File: src/rtl/timer_pkg.sv
// Shared definitions for the timer device: register offsets, CTRL bit
// positions, MODE encodings and the FSM state encoding.
package timer_pkg;

  // Word offsets within the register window (addr[3:2]).
  localparam logic [1:0] OFF_CTRL   = 2'b00;
  localparam logic [1:0] OFF_PRESET = 2'b01;
  localparam logic [1:0] OFF_COUNT  = 2'b10;
  localparam logic [1:0] OFF_NONE   = 2'b11;

  // CTRL bit positions.
  localparam int CTRL_EN      = 0;
  localparam int CTRL_MODE_LO = 1;
  localparam int CTRL_MODE_HI = 2;
  localparam int CTRL_IM      = 3;

  // MODE encodings; anything other than one-shot behaves as auto-reload.
  localparam logic [1:0] MODE_ONESHOT = 2'b00;
  localparam logic [1:0] MODE_RELOAD  = 2'b01;

  typedef enum logic [1:0] {
    ST_IDLE = 2'd0,
    ST_LOAD = 2'd1,
    ST_CNT  = 2'd2,
    ST_INT  = 2'd3
  } timer_state_e;

  // True when the timer should re-arm itself after expiring.
  function automatic logic mode_is_reload(input logic [1:0] mode);
    return mode != MODE_ONESHOT;
  endfunction

endpackage

File: src/rtl/timer_dev.sv
// Memory-mapped countdown timer with one-shot and auto-reload modes and a
// maskable interrupt. CTRL/PRESET are CPU-writable, COUNT is read-only.
//
// Bus semantics: there is no valid/ready handshake. A write takes effect on
// the rising edge where we=1 and addr hits a writable register; it is always
// accepted in that cycle. Reads are purely combinational from addr.
module timer_dev
  import timer_pkg::*;
#(
  parameter logic [31:0] BASE_ADDR = 32'h0000_7F00
) (
  input  logic        clk,
  input  logic        reset,
  input  logic [31:0] addr,
  input  logic        we,
  input  logic [31:0] din,
  output logic [31:0] dout,
  output logic        irq,
  output logic [1:0]  dbg_state
);

  // Register state.
  logic         r_en;
  logic [1:0]   r_mode;
  logic         r_im;
  logic [31:0]  r_preset;
  logic [31:0]  r_count;
  logic         r_irq_flag;
  timer_state_e r_state;

  // Address decode.
  logic       w_hit;
  logic [1:0] w_off;
  logic       w_ctrl_wr;
  logic       w_preset_wr;
  logic       w_unused;

  assign w_off       = addr[3:2];
  assign w_hit       = (addr[31:4] == BASE_ADDR[31:4]) && (w_off != OFF_NONE);
  assign w_ctrl_wr   = we && w_hit && (w_off == OFF_CTRL);
  assign w_preset_wr = we && w_hit && (w_off == OFF_PRESET);

  // Byte-lane bits and upper CTRL write bits carry no meaning here.
  assign w_unused = ^{addr[1:0], din[31:4]};

  // PRESET register: only reloaded into COUNT on the next LOAD.
  always_ff @(posedge clk or negedge reset) begin
    if (!reset) begin
      r_preset <= '0;
    end else if (w_preset_wr) begin
      r_preset <= din;
    end
  end

  // Timer FSM together with CTRL and IRQ_FLAG. The CPU write block comes
  // last so that a CTRL write overrides any FSM update on the same edge
  // (both the EN clear in one-shot INT and the flag set in CNT).
  always_ff @(posedge clk or negedge reset) begin
    if (!reset) begin
      r_en       <= 1'b0;
      r_mode     <= MODE_ONESHOT;
      r_im       <= 1'b0;
      r_count    <= '0;
      r_irq_flag <= 1'b0;
      r_state    <= ST_IDLE;
    end else begin
      case (r_state)
        ST_IDLE: begin
          if (r_en) begin
            r_state <= ST_LOAD;
          end
        end
        ST_LOAD: begin
          r_count <= r_preset;
          r_state <= ST_CNT;
        end
        ST_CNT: begin
          if (!r_en) begin
            // Disabled mid-count: COUNT keeps its value.
            r_state <= ST_IDLE;
          end else if (r_count > 32'd1) begin
            r_count <= r_count - 32'd1;
          end else begin
            // Covers COUNT of 1 and 0, so PRESET=0 expires like PRESET=1
            // and the counter can never wrap.
            r_count    <= '0;
            r_irq_flag <= 1'b1;
            r_state    <= ST_INT;
          end
        end
        ST_INT: begin
          if (mode_is_reload(r_mode)) begin
            // EN stays set, so IDLE moves straight on to a reload.
            r_irq_flag <= 1'b0;
          end else begin
            // One-shot: the flag stays pending until software writes CTRL.
            r_en <= 1'b0;
          end
          r_state <= ST_IDLE;
        end
        default: begin
          r_state <= ST_IDLE;
        end
      endcase

      if (w_ctrl_wr) begin
        r_en       <= din[CTRL_EN];
        r_mode     <= din[CTRL_MODE_HI:CTRL_MODE_LO];
        r_im       <= din[CTRL_IM];
        r_irq_flag <= 1'b0;
      end
    end
  end

  // Combinational read mux; misses and the unmapped slot read as zero.
  always_comb begin
    dout = '0;
    if (w_hit) begin
      case (w_off)
        OFF_CTRL:   dout = {28'd0, r_im, r_mode, r_en};
        OFF_PRESET: dout = r_preset;
        OFF_COUNT:  dout = r_count;
        default:    dout = '0;
      endcase
    end
  end

  assign irq       = r_irq_flag & r_im;
  assign dbg_state = r_state;

endmodule

File: config.mk
export PLATFORM = sky130hd
export DESIGN_NAME = timer_dev
export DESIGN_NICKNAME = d
export VERILOG_FILES = /design/src/rtl/timer_pkg.sv /design/src/rtl/timer_dev.sv
export SDC_FILE = /design/constraint.sdc
export NUM_CORES = 1
export LEC_CHECK = 0
export CAP_MARGIN = 20
export CORE_MARGIN = 10
export CORE_UTILIZATION = 56
export CTS_BUF_LIST = sky130_fd_sc_hd__clkbuf_2
export DETAILED_ROUTE_END_ITERATION = 8
export HOLD_SLACK_MARGIN = 0.06
export PLACE_DENSITY = 0.86
export SKIP_LAST_GASP = 1
export SYNTH_ARGS = -nofsm -noshare
export SYNTH_HDL_FRONTEND = slang
export SYNTH_SLANG_ARGS = --single-unit
File: constraint.sdc
create_clock -name clk -period 5.74 [get_ports clk]
set_clock_uncertainty 0.15 [all_clocks]
set_input_delay 1.435 -clock clk [delete_from_list [all_inputs] [get_ports clk]]
set_output_delay 1.435 -clock clk [all_outputs]
set_load 0.05 [all_outputs]
==> results of run 1 <==
sequential cells by signal, indices dropped and copies added, names as in the netlist:
name,flops
r_preset,32
dbg_state,2
r_mode,2
r_irq_flag,1
r_en,1
r_count,32
r_im,1
kinds of logic (layout without fill, tap and decap cells):
logic type	Yosys count	after routing	share of synthesized area
compound gates	133	133	0.223
mux	41	41	0.107
buf+inv	46	134	0.0457
fa+ha+maj	2	2	0.00590
flops	71	71	0.419
simple gates	158	158	0.199
routing by layer:
metal  wire length (µm)  vias up
met3               1080       47
li1                   -     1872
met4                342        0
met1               5300     1983
met2               6250      269
met5                  0        -
final timing paths:
kind                         startpoint            to  slack, ps  depth (start not counted)
setup / recovery                addr[2]      dout[24]        910                          7
hold / removal             r_preset[23]  r_preset[23]        380                          1
setup reg to reg            r_count[12]   r_count[19]       2860                          6
hold reg to reg            r_preset[23]  r_preset[23]        380                          1
max in group asynchronous         reset   r_count[20]       3660                          2
min in group asynchronous         reset   r_preset[9]        750                          1
report_power, final:
part / internal, mW / switching, mW / total [mW] / leakage (nW)
Combinational: 0.0420 / 0.0270 / 0.0690 / 1.40
Sequential: 0.501 / 0.0000000451 / 0.501 / 0.987
Clock: 0.0491 / 0.171 / 0.221 / 0.0509
Total: 0.592 / 0.198 / 0.790 / 2.44
cell usage in the layout (no fill, tap or decap), types with 11 or more instances in the layout:
cell type	Yosys	layout
dfrtp_1	71	71
clkdlybuf4s50_1	0	66
nor2_1	56	55
mux2_1	36	36
a22oi_1	32	32
buf_12	0	32
nand2_1	26	26
o21ai_1	21	21
a21oi_1	17	16
nor3_1	14	14
nor4_1	11	11
critical path: cells and delay by family:
family        cells  cell delay [ps]
buf+inv           3             1270
simple gates      4              520
per-stage QoR:
step	util	hold slack, ps	instances
2_1_floorplan	-	322	451
3_3_place_gp	0.768	340	624
3_5_place_dp	0.768	348	624
4_1_cts	0.777	387	637
5_1_grt	0.781	414	638
6_report	0.781	381	638
final cells by class:
class	count	share of cell area
Inverter	11	0.00725
Clock buffer	10	0.00879
Sequential cell	71	0.312
Tap cell	99	0.0218
Timing Repair Buffer	110	0.247
Clock inverter	3	0.00242
Multi-Input combinational cell	334	0.400
==> impl_metrics.json, run 1 <==
{
  "syn_area_per_cell_um2": 9.40,
  "cts-root-buf": "clkbuf_2",
  "portBuffers": 99,
  "drc": 0,
  "synth_common_cells": "71 x dfrtp_1, 56 x nor2_1, 36 x mux2_1",
  "core_area_um2": 7290,
  "place_hpwl_mm": 9.33,
  "multi_input_area_um2": 2280,
  "ys.flop_type": "dfrtp_1",
  "finalCriticalPeriod_ps": 4830,
  "syn_area_um2": 4240,
  "setup_ws_ps": 910,
  "clock_latency_ps": 530,
  "cts_max_level": 3,
  "critPathCaptureType": "output port",
  "finalCritPeriodShare": 0.842,
  "synthArstFlopShare": 1.00,
  "relSlewSlack": 0.422,
  "slowest_delay_ps": 720,
  "routabilityCongestion": 0.944,
  "met3_usage": 0.0611,
  "cts_tree": "built",
  "slowest_stage": "clkdlybuf4s50_1",
  "met1_usage": 0.272,
  "wl_mm": 13.0,
  "hold_path_class": "register to register",
  "die-area_um2": 11500,
  "cp.required_ps": 4160,
  "ys_warn_count": 0,
  "cp.arrival_ps": 3250,
  "synth.distinct_cells": 56,
  "cp_cell_sequence": "clkdlybuf4s50_1 -> nand2_1 -> and4_1 -> nand4_1 -> buf_4 -> nor2_1 -> buf_12",
  "clock_sinks": 71,
  "rsz0062_at_grt": "false",
  "ctsLongestPathBuffers": 2,
  "final_nets": 606,
  "placed_area_um2": 5600,
  "first_global_vias": 4146,
  "finalSetupViolations": 0,
  "first_pass_iters": 6,
  "irDropWorstVdd_mv": 0.0923,
  "ys_seq_elements": 71,
  "tightest_slew_ps": 868,
  "synth_cells": 451,
  "grt_usage": 0.225,
  "dp_slack_ps": 920,
  "drive_gt1_frac": 0.134,
  "drtIter0Drc": 419,
  "maxCapViolCount": 0,
  "seq_area_frac_synth": 0.419,
  "hold_buffers": 0,
  "grt_pass1_wl_mm": 21.0,
  "p_total_uw": 790,
  "slew_viol_final": 0,
  "met2_usage": 0.371,
  "synth_most_common_cell": "dfrtp_1",
  "clk_pin_slew_worst_paths_ps": 190,
  "status": "complete, no violations",
  "yosys.area.top_type": "dfrtp_1",
  "ant_nets": 0,
  "yosys-top-cells-area": "dfrtp_1 42%, mux2_1 9.6%, a22oi_1 5.7%",
  "postCtsSetupBuffers": 0,
  "syn2layout_area_growth_pct": 34.3,
  "syn-num-nets": 520,
  "wire_per_inst_um": 20.3,
  "ctsResizeCount": 0,
  "finish.instance_area_um2": 5690,
  "power_density_nw_per_um2": 139,
  "leakage_nw": 2.44,
  "antenna-diode-count": 0,
  "yosysTopAreaCellShare": 0.419,
  "hold_viol_final": 0,
  "synth_edf_count": 0,
  "tns_ps": 0,
  "grt-busiest-layer": "met2",
  "fillerInstances": 503,
  "seqCellArea_um2": 1780,
  "io_pins": 102,
  "startpoint_type": "primary input",
  "grt_max_degree": 43,
  "vias": 4171,
  "global_route.overflow_total": 0,
  "timing.fmax_ghz": 0.207,
  "chipHeight_um": 107,
  "die_w_um": 107,
  "start_util": 0.581,
  "crit_fanout": 34,
  "viasPerCell": 6.54,
  "criticalPathCategory": "primary input to output port",
  "grt_antenna_before_repair": 0,
  "rows": 31,
  "numCtsBuffers": 9
}
Note: power is estimated with default switching activity, not from simulation.
==> run 2: changes to the inputs <==
--- a/config.mk
+++ b/config.mk
@@ -7,11 +7,11 @@
 export LEC_CHECK = 0
 export CAP_MARGIN = 20
 export CORE_MARGIN = 10
-export CORE_UTILIZATION = 56
+export CORE_UTILIZATION = 52
 export CTS_BUF_LIST = sky130_fd_sc_hd__clkbuf_2
 export DETAILED_ROUTE_END_ITERATION = 8
 export HOLD_SLACK_MARGIN = 0.06
-export PLACE_DENSITY = 0.86
+export PLACE_DENSITY = 0.8
 export SKIP_LAST_GASP = 1
 export SYNTH_ARGS = -nofsm -noshare
 export SYNTH_HDL_FRONTEND = slang
==> constraint.sdc (replaced) <==
create_clock -name clk -period 4.6 [get_ports clk]
set_clock_uncertainty 0.15 [all_clocks]
set_input_delay 1.15 -clock clk [delete_from_list [all_inputs] [get_ports clk]]
set_output_delay 1.15 -clock clk [all_outputs]
set_load 0.05 [all_outputs]
==> run 2 against run 1 <==
  * Flip-flop and latch count did not move
  * Largest cell class unchanged
  * Highest routed layer unchanged
  * Core utilization fell by 4.7 points
  * Critical path type unchanged
  * Cell area rose by 1.1%
  * Wire length fell by 0.98%
  * Sequential power rose by 25%
  * Count of clock-buffer cells in the layout rose by 1
  * Register-to-register slack got worse by 1300 ps
  * First-iteration DRC count fell by 28%
  * Hold slack got worse by 20 ps
  * Global-route usage fell by 1.7 points
==> impl_metrics.json, run 2 (synthesized netlist as in run 1, its figures left out) <==
{
  "hold_viol_final": 0,
  "irDropWorstVdd_mv": 0.169,
  "ctsLongestPathBuffers": 2,
  "maxCapViolCount": 0,
  "multi_input_area_um2": 2280,
  "rows": 32,
  "routabilityCongestion": 0.870,
  "crit_buf_inv": 3,
  "cts-root-buf": "clkbuf_2",
  "tns_ps": 0,
  "portBuffers": 99,
  "global_route.overflow_total": 0,
  "slowest_delay_ps": 410,
  "relSlewSlack": 0.437,
  "placed_area_um2": 5610,
  "leakage_nw": 2.47,
  "die_w_um": 110,
  "numCtsBuffers": 9,
  "fillerInstances": 576,
  "ff2ff_setup_slack_ps": 1570,
  "layout_common_cells": "71 x dfrtp_1, 66 x clkdlybuf4s50_1, 55 x nor2_1, 36 x mux2_1",
  "largestRegisters": "r_count: 32 flops, r_preset: 32 flops",
  "timing.fmax_ghz": 0.235,
  "criticalPathCategory": "primary input to output port",
  "grt_max_degree": 56,
  "ant_nets": 0,
  "worstSetupEndpoint": "dout[18]",
  "worstReg2RegEnd": "r_count[11]",
  "slew_viol_final": 0,
  "grt_antenna_before_repair": 0,
  "grt_usage": 0.207,
  "ctsResizeCount": 0,
  "power_density_nw_per_um2": 196,
  "final_nets": 606,
  "chipHeight_um": 110,
  "startpoint_type": "primary input",
  "final_common_cell": "dfrtp_1",
  "wl_mm": 12.8,
  "clock_latency_ps": 530,
  "cp-startpoint": "addr[24]",
  "viasPerCell": 6.42,
  "p_total_mw": 1.13,
  "place_hpwl_mm": 8.94,
  "wire_per_inst_um": 19.9,
  "core_area_um2": 7850,
  "cts_max_level": 3,
  "finalCriticalPeriod_ps": 4250,
  "finish.instance_area_um2": 5760,
  "syn2layout_area_growth_pct": 35.9,
  "cp_cell_sequence": "clkdlybuf4s50_1 -> nor4_1 -> and4_1 -> nand4_1 -> buf_4 -> nor2_1 -> buf_12",
  "slowest_stage": "clkdlybuf4s50_1",
  "drtIter0Drc": 301,
  "drc": 0,
  "cts_tree": "built",
  "io_pins": 102,
  "antenna-diode-count": 0,
  "status": "complete, no violations",
  "hold_path_class": "primary input to asynchronous set/reset pin",
  "r2r_start": "r_count[12]",
  "first_global_vias": 4025,
  "postCtsSetupBuffers": 0,
  "clk_pin_slew_worst_paths_ps": 210,
  "drive_gt1_frac": 0.140,
  "tightest_slew_ps": 844,
  "critPathCaptureType": "output port",
  "hold_buffers": 0,
  "finalCritPeriodShare": 0.923,
  "seqCellArea_um2": 1780,
  "dp_slack_ps": 358,
  "start_util": 0.540,
  "vias": 4135,
  "crit_fanout": 34,
  "crit_family": "simple AND/OR/NAND/NOR gates",
  "grt_pass1_wl_mm": 20.3,
  "cp.required_ps": 3300,
  "rsz0062_at_grt": "false",
  "die-area_um2": 12200,
  "clock_sinks": 71,
  "reg2reg_depth": 6,
  "setup_ws_ps": 353,
  "cp.depth": 7,
  "first_pass_iters": 5,
  "finalSetupViolations": 0,
  "cp.arrival_ps": 2950
}
## run 2: cell count changes in the layout (fill, tap and decap cells not counted)
cell,delta
bufinv_16,+2
clkinv_4,+2
buf_16,-1
buf_8,+1
clkbuf_2,+1
clkinv_1,-1
clkinv_2,-1
## run 2: worst min-delay path by stage
stage / startpoint / end / slack (ps) / cells after the start
after global placement: r_preset[23] / r_preset[23] / 340 / 1
after floorplan: r_im / r_im / 320 / 1
after global routing: reset / r_preset[7] / 330 / 1
after detailed placement: r_preset[23] / r_preset[23] / 350 / 1
final: reset / r_preset[7] / 360 / 1
after CTS: reset / r_preset[15] / 340 / 1
## run 2: through the flow
| step | cells | hold slack, ps | util |
|---|---|---|---|
| CTS | 643 | 342 | 0.732 |
| floorplan | 451 | 322 | - |
| detailed placement | 627 | 349 | 0.714 |
| finish | 644 | 361 | 0.734 |
| global placement | 627 | 338 | 0.714 |
| global route | 644 | 329 | 0.734 |
## run 2: area by class of cell
class	instances	share of cell area
clock buffer	11	0.00956
clock inverter	5	0.0143
inverter	11	0.00717
multi-input combinational	334	0.396
sequential	71	0.308
tap	102	0.0222
timing repair buffer	110	0.242
## run 2: routing by layer
metal	wire, µm	GRT usage
met5	0	0
met4	160	0.0532
met3	1210	0.0575
met2	6150	0.340
met1	5320	0.264
## run 2: power by group
group	leakage (nW)	switching (mW)	total [mW]	internal (mW)
Combinational	1.40	0.0333	0.0862	0.0529
Clock	0.0861	0.233	0.419	0.186
Sequential	0.987	0.0000000545	0.625	0.625
